==> src/rtl/i2c_scl_tick_gen.sv <==
// i2c_scl_tick_gen: oscillator settle gate plus quarter-period SCL tick generator with stretch freeze and bit-aligned divisor reload
module i2c_scl_tick_gen #(
    parameter int DIV_W         = 16,
    parameter int DEFAULT_DIV   = 125,
    parameter int SETTLE_CYCLES = 1024
) (
    input  logic             CLK,
    input  logic             RST,
    input  logic [DIV_W-1:0] div_in,
    input  logic             div_load,
    output logic             div_ack,
    input  logic             run,
    input  logic             stretch,
    output logic             ready,
    output logic             busy,
    output logic             tick,
    output logic [1:0]       phase
);
    localparam int SW = (SETTLE_CYCLES > 1) ? $clog2(SETTLE_CYCLES) : 1;

    typedef enum logic [1:0] {SETTLE, IDLE, RUN, HOLD} state_t;

    state_t           state_q, state_d;
    logic [DIV_W-1:0] cnt_q, cnt_d, div_cur_q, div_cur_d, div_pend_q, div_pend_d;
    logic [DIV_W-1:0] load_val, pend_next;
    logic [SW-1:0]    settle_cnt_q, settle_cnt_d;
    logic [1:0]       phase_q, phase_d;
    logic             pend_valid_q, pend_valid_d, tick_q, tick_d, ack_q, ack_d;
    logic             load_req, pend_any, settle_done, cnt_end;

    // A load is accepted only when no ack was just issued, so a request still held during its ack is not taken twice.
    assign load_req    = div_load && !ack_q;
    assign load_val    = (div_in == '0) ? DIV_W'(1) : div_in;
    assign pend_any    = load_req || pend_valid_q;
    assign pend_next   = load_req ? load_val : div_pend_q;
    assign settle_done = settle_cnt_q == SW'(SETTLE_CYCLES - 1);
    assign cnt_end     = cnt_q == div_cur_q - DIV_W'(1);

    // State and datapath registers, all cleared back to the settle condition on reset.
    always_ff @(posedge CLK or posedge RST) begin
        if (RST) begin
            state_q      <= SETTLE;
            settle_cnt_q <= '0;
            cnt_q        <= '0;
            phase_q      <= '0;
            div_cur_q    <= DIV_W'(DEFAULT_DIV);
            div_pend_q   <= '0;
            pend_valid_q <= 1'b0;
            tick_q       <= 1'b0;
            ack_q        <= 1'b0;
        end else begin
            state_q      <= state_d;
            settle_cnt_q <= settle_cnt_d;
            cnt_q        <= cnt_d;
            phase_q      <= phase_d;
            div_cur_q    <= div_cur_d;
            div_pend_q   <= div_pend_d;
            pend_valid_q <= pend_valid_d;
            tick_q       <= tick_d;
            ack_q        <= ack_d;
        end
    end

    // Next-state selection; dropping run wins over stretch.
    always_comb begin
        state_d = state_q;
        case (state_q)
            SETTLE: state_d = settle_done ? IDLE : SETTLE;
            IDLE:   state_d = run ? RUN : IDLE;
            RUN:    state_d = !run ? IDLE : (stretch ? HOLD : RUN);
            HOLD:   state_d = !run ? IDLE : (stretch ? HOLD : RUN);
        endcase
    end

    // Counter, phase and divisor updates; a pending divisor lands only on the 3->0 tick or when run drops.
    always_comb begin
        settle_cnt_d = settle_cnt_q;
        cnt_d        = cnt_q;
        phase_d      = phase_q;
        div_cur_d    = div_cur_q;
        div_pend_d   = div_pend_q;
        pend_valid_d = pend_valid_q;
        tick_d       = 1'b0;
        ack_d        = 1'b0;
        case (state_q)
            SETTLE: settle_cnt_d = settle_done ? settle_cnt_q : settle_cnt_q + SW'(1);
            IDLE: begin
                cnt_d   = '0;
                phase_d = '0;
                if (load_req) begin
                    div_cur_d = load_val;
                    ack_d     = 1'b1;
                end
            end
            RUN, HOLD: begin
                if (!run) begin
                    cnt_d        = '0;
                    phase_d      = '0;
                    pend_valid_d = 1'b0;
                    if (pend_any) begin
                        div_cur_d = pend_next;
                        ack_d     = 1'b1;
                    end
                end else begin
                    div_pend_d   = pend_next;
                    pend_valid_d = pend_any;
                    if (state_q == RUN && !stretch) begin
                        cnt_d = cnt_end ? '0 : cnt_q + DIV_W'(1);
                        if (cnt_end) begin
                            tick_d  = 1'b1;
                            phase_d = phase_q + 2'd1;
                            if (phase_q == 2'd3 && pend_any) begin
                                div_cur_d    = pend_next;
                                ack_d        = 1'b1;
                                pend_valid_d = 1'b0;
                            end
                        end
                    end
                end
            end
        endcase
    end

    // Outputs decode directly from registers.
    always_comb begin
        ready   = state_q != SETTLE;
        busy    = state_q == RUN || state_q == HOLD;
        tick    = tick_q;
        phase   = phase_q;
        div_ack = ack_q;
    end
endmodule

==> config.mk <==
export PLATFORM = sky130hd
export DESIGN_NAME = i2c_scl_tick_gen
export DESIGN_NICKNAME = d
export VERILOG_FILES = /design/src/rtl/i2c_scl_tick_gen.sv
export SDC_FILE = /design/constraint.sdc
export NUM_CORES = 1
export LEC_CHECK = 0
export ABC_AREA = 0
export CELL_PAD_IN_SITES_DETAIL_PLACEMENT = 1
export CELL_PAD_IN_SITES_GLOBAL_PLACEMENT = 2
export CORE_ASPECT_RATIO = 1.75
export CORE_MARGIN = 2
export CORE_UTILIZATION = 42
export DETAILED_ROUTE_END_ITERATION = 10
export GPL_TIMING_DRIVEN = 0
export PLACE_DENSITY_LB_ADDON = 0.1
export SLEW_MARGIN = 20
export SYNTH_ARGS = -nofsm -noshare
export SYNTH_HDL_FRONTEND = slang
export SYNTH_SLANG_ARGS = --single-unit
export TNS_END_PERCENT = 50
==> constraint.sdc <==
create_clock -name CLK -period 5.6 [get_ports CLK]
set_input_delay 0.56 -clock CLK [delete_from_list [all_inputs] [get_ports CLK]]
set_output_delay 0.56 -clock CLK [all_outputs]
set_load 0.01 [all_outputs]
=== Word level (Yosys, flattened, before mapping) ===
Cells that the tools add are included.

* Bits of input ports: 21
* Output and inout port bits: 6
* Flip-flop bits (word level): 65
* Logic and storage cells: 79

* Reduce and logical (&&, ||, !) cells: 17
* Bitwise logic cells: 1
* $add $sub $neg: 4
* Equal/unequal tests: 11
* Multiplexer cells: 37

{| class="wikitable"
|+ Operators with widths
! operator !! count
|-
| 2-to-1 mux 16 bit || 11
|-
| one-hot mux 16 bit (2 select lines) || 2
|-
| adder 16 x 1 -> 16 bit, second input constant || 1
|-
| == test 16 bit || 1
|-
| zero test 16 bit || 1
|-
| 2-to-1 mux 1 bit || 16
|-
| subtractor 16 x 1 -> 16 bit, second input constant || 1
|-
| adder 10 x 1 -> 10 bit, second input constant || 1
|-
| == test 10 bit, second input constant || 1
|-
| 2-to-1 mux 2 bit || 5
|-
| != test 3 x 2 -> 1 bit, second input constant || 3
|-
| == test 2 bit, second input constant || 3
|-
| one-hot mux 2 bit (3 select lines) || 1
|-
| AND reduction 2 bit || 3
|-
| AND reduction 6 bit || 1
|-
| one-hot mux 2 bit (2 select lines) || 1
|-
| nonzero test 2 bit || 2
|-
| logical AND 1 bit || 3
|-
| != test 3 x 1 -> 1 bit, second input constant || 1
|-
| AND reduction 3 bit || 1
|-
| adder 2 x 1 -> 2 bit, second input constant || 1
|-
| == test 2 x 1 -> 1 bit, second input constant || 1
|-
| zero test 1 bit || 2
|-
| zero test 2 bit || 1
|-
| other kinds (5) || 6
|}

=== Longest topological paths before layout ===
* Depth after elaboration: 9
* Gate-level depth with buffers: 11
* Mapped depth without buffers: 9

=== Worst setup path before layout ===
No wires, ideal clock.

* Kind: reg2reg
* Start point: reg div_cur_q[3]
* End point: reg div_cur_q[10]
* Arrival time: 2673 ps
* Buffers on the path: 4
* Library setup time: 125 ps
* Required time: 5475 ps
* Cell stages (with the launch flop): 12
* Clock period less this slack: 2798 ps
* Path slack: 2802 ps
* Cell sequence: dfstp_2 > buf_6 > or4_4 > buf_6 > or3_1 > a21o_1 > a21boi_1 > and4_4 > a31o_1 > buf_6 > buf_12 > mux2_4

* Longest elaborated chain between the ends: 4

{| class="wikitable"
|+ Ends and longest elaborated chain
! what !! line !! text
|-
| start: declaration || 24 || <nowiki>logic [DIV_W-1:0] cnt_q, cnt_d, div_cur_q, div_cur_d, div_pend_q, div_pend_d;</nowiki>
|-
| start signal: assignment || 46 || <nowiki>div_cur_q <= DIV_W'(DEFAULT_DIV);</nowiki>
|-
| start signal: assignment || 56 || <nowiki>div_cur_q <= div_cur_d;</nowiki>
|-
| subtractor 16 x 1 -> 16 bit || 37 || <nowiki>assign cnt_end = cnt_q == div_cur_q - DIV_W'(1);</nowiki>
|-
| == test 16 bit || 37 ||
|-
| != test 3 x 2 -> 1 bit (no line) || - ||
|-
| AND reduction 6 bit (no line) || - ||
|}

Every way passes these cells.
A chain may end at the register's enable or synchronous reset.

=== Worst setup path after layout ===
* Start point: reg div_cur_q[1]
* End point: reg cnt_q[9]

* Longest elaborated chain between the ends: 6

{| class="wikitable"
|+ Ends and longest elaborated chain
! what !! line !! text
|-
| subtractor 16 x 1 -> 16 bit || 37 ||
|-
| == test 16 bit || 37 ||
|-
| 2-to-1 mux 16 bit || 108 || <nowiki>cnt_d = cnt_end ? '0 : cnt_q + DIV_W'(1);</nowiki>
|-
| 2-to-1 mux 16 bit || 107 || <nowiki>if (state_q == RUN && !stretch) begin</nowiki>
|-
| 2-to-1 mux 16 bit || 96 || <nowiki>if (!run) begin</nowiki>
|-
| one-hot mux 16 bit (2 select lines) || 85 || <nowiki>case (state_q)</nowiki>
|-
| end signal: assignment || 54 || <nowiki>cnt_q <= cnt_d;</nowiki>
|-
| end: declaration || 24 ||
|}

Every way passes these cells. The select of a mux whose other input is x is not followed.

==> metrics.txt <==
Vias 2796; DRT iter0 DRCs 70; largest net degree at the start of global routing 45; fmax about 0.30 GHz; diode count 0; Die ar. 9620 um2; Detail Placement HPWL 7.39 mm; Global Route Usage Sum 21.9%; Final Util roughly 52%; max cap viols 0; startpoint types flip-flop; Max stage delay cell, worst path or3b_2; Max Buffers Root-to-Sink 2; Least-Margin Pin Slew 736 ps; DRC violations left 0; Synth async-reset ratio 100%; CTS tree done; slew margin rel. 50.5%; arrival time at the worst endpoint 3560 ps; GP Congestion approximately 0.8; final setup fails 0; Avg Cell Area, Syn around 11 um2; final hold slack 469 ps; Crit path max-delay family simple AND/OR/NAND/NOR gates; Max FO, Critical Path 10; worst vdd ir roughly 0.3 mV; area delta synth->final 20.7%; flops & latches, synth 65; later-pin clock latency in the skew report 330 ps; net count after synthesis between 300 and 400; element type at the critical path end flip-flop; I/O pin cnt 27; layout cells sized above 1 20.3%; RSZ-0062 raised after global routing no; Max Slew Vio Count 0; Pwr Density 497 nW/um2; cells along the critical path inv_1 > ha_1 > or3b_2 > nor4_2 > o21ai_0 > nor4b_1 > nand4_1 > a21oi_2 > buf_6 > nor2_1; wirelength, routed 9.54 mm; Hold Buf Count CTS 0; root buf cell clkbuf_16; Setup Buffers After CTS 0; clock skew 8.73 ps; first-pass GRT wire length 15.6 mm; Yosys warnings 0; Final period util 59.7%; Core Box Area 8610 um2; DR pass1 iterations 4; vias in the first global route roughly 3000; CP peak stage delay 500 ps; I/O Buffers 26; P_leak 1.83 nW; type of the worst setup path reg2reg; Primary FF master, synth dfrtp_1; sequential element share of the synthesized area 44.1%; Netlist cell types 54; minimum clock period about 3300 ps; clk sinks between 60 and 70; Initial Util a little over two fifths; WL per Instance 18.7 um; routed vias/inst 5.47; Site Rows 45; Buffers & Inverters on Critical Path 2; CTS buffer count 9; Fin. Hold Viols 0; Final ANT Viol Nets 0; initial antenna violation count 0; Gate Count Post-Synth 351; Layout Nets 414; outcome finished clean; Die W 75.0 um; H-tree depth reported by CTS 3; worst path required time 5820 ps; clk slew on worst S/H paths around 60 ps; Post-synth EDFFs 0; Hold Crit Class reg2reg; Post-Syn Area 3700 um2; GRT overflow 0; Setup TNS 0 ps; Resized cells post-CTS 0; DIE HEIGHT 128 um
==> cells in the final DEF, fill, tap and decap left out, drive strengths merged, types with 4 or more instances in the layout <==
master         synthesis  layout
clkdlybuf4s50          0      26
nor2b                  7       7
ha                     4       4
dfrtp                 59      59
clkbuf                 8      18
mux2                  42      42
xor2                  16      16
and3                   5       5
mux2i                  6       6
buf                    6       7
xnor2                 17      17
nand3                 17      17
nand2                 21      21
inv                   10      11
nor2                  29      29
a31oi                  4       4
nor4                  10      10
a21oi                  6       6
nor3                   7       7
o21ai                 12      12
dfstp                  6       6
or3                    5       5
nand4                  8       8
==> final timing paths <==
path / startpoint / end / slack [ps] / cells after the start
hold reg to reg: settle_cnt_q[9]$_DFFE_PP0P_ / settle_cnt_q[9]$_DFFE_PP0P_ / 470 / 1
setup reg to reg: div_cur_q[1]$_DFFE_PP0P_ / cnt_q[9]$_DFFE_PP0P_ / 2250 / 10
max in group asynchronous: RST / div_cur_q[6]$_DFFE_PP1P_ / 4480 / 3
min in group asynchronous: RST / div_pend_q[10]$_DFFE_PP0P_ / 540 / 2
setup / recovery: div_cur_q[1]$_DFFE_PP0P_ / cnt_q[9]$_DFFE_PP0P_ / 2250 / 10
hold / removal: settle_cnt_q[9]$_DFFE_PP0P_ / settle_cnt_q[9]$_DFFE_PP0P_ / 470 / 1
==> sequential cells by signal (all words and copies together) (netlist names) <==
name and flops:
div_cur_q 16, tick 1, pend_valid_q 1, cnt_q 16, phase 2, div_ack 1
state_q 2, div_pend_q 16, settle_cnt_q 10
==> synthesized netlist by cell type (4+ instances only) <==
cell	instances	share of area, %
a21oi_1	5	0.68
a31oi_1	4	0.68
and3_1	5	0.84
buf_6	4	1.2
clkbuf_1	8	0.81
dfrtp_1	59	40
dfstp_2	6	4.3
ha_1	4	1.4
inv_1	10	1.0
mux2_2	36	11
mux2_4	6	2.4
mux2i_1	6	1.6
nand2_1	21	2.1
nand3_1	17	2.3
nand4_1	8	1.4
nor2_1	29	2.9
nor2b_1	7	1.2
nor3_1	7	0.95
nor4_1	8	1.4
o21ai_0	12	1.6
or3_1	5	0.84
xnor2_1	17	4.0
xor2_1	16	3.8
==> logic make-up after synthesis <==
kind of cell	Yosys count	share of synthesized area [%]
xor+xnor	34	8.41
mux	48	15.0
flops	65	44.1
compound gates	47	8.71
buf+inv	24	3.68
simple gates	129	18.7
fa+ha+maj	4	1.35
==> worst reg2reg max path: cells and delay by family (launching register included) <==
family	cells	cell delay, ps
AO/OA/AOI/OAI	2	550
adder cells (fa/ha/maj)	1	350
buffers and inverters	2	300
flip-flops	1	430
AND/OR/NAND/NOR	5	1610
==> final cells by class <==
type	instances	area (um2)
Buffer	14	98.8
Clock buffer	10	239
Clock inverter	6	90.1
Fill cell	936	4140
Inverter	10	40.0
Multi-Input combinational cell	262	1930
Sequential cell	65	1630
Tap cell	117	146
Timing Repair Buffer	27	288
==> report_power, final <==
part | total (mW) | switching, mW | internal (mW)
combinational | 0.792 | 0.388 | 0.403
sequential | 0.818 | 0.171 | 0.646
clock | 0.614 | 0.211 | 0.403
==> stage by stage <==
stage,area [um2],setup slack [ps],instances,total power [mW]
after floorplan,3700,2800,351,1.38
after detailed placement,4140,2300,495,1.62
after CTS,4470,2310,511,2.24
after global placement,4110,2240,494,1.58
final,4470,2250,511,2.22
after global routing,4470,2030,511,2.36
==> per-layer routing <==
metal  share of wire, %  up-vias  GRT usage, %
met5                  0        -             0
met4                2.2        0          8.93
met3                1.6       15          3.38
met2                 58       27          41.1
met1                 38     1415          23.2
li1                   -     1339             -
Note: power is estimated with default switching activity, not from simulation.
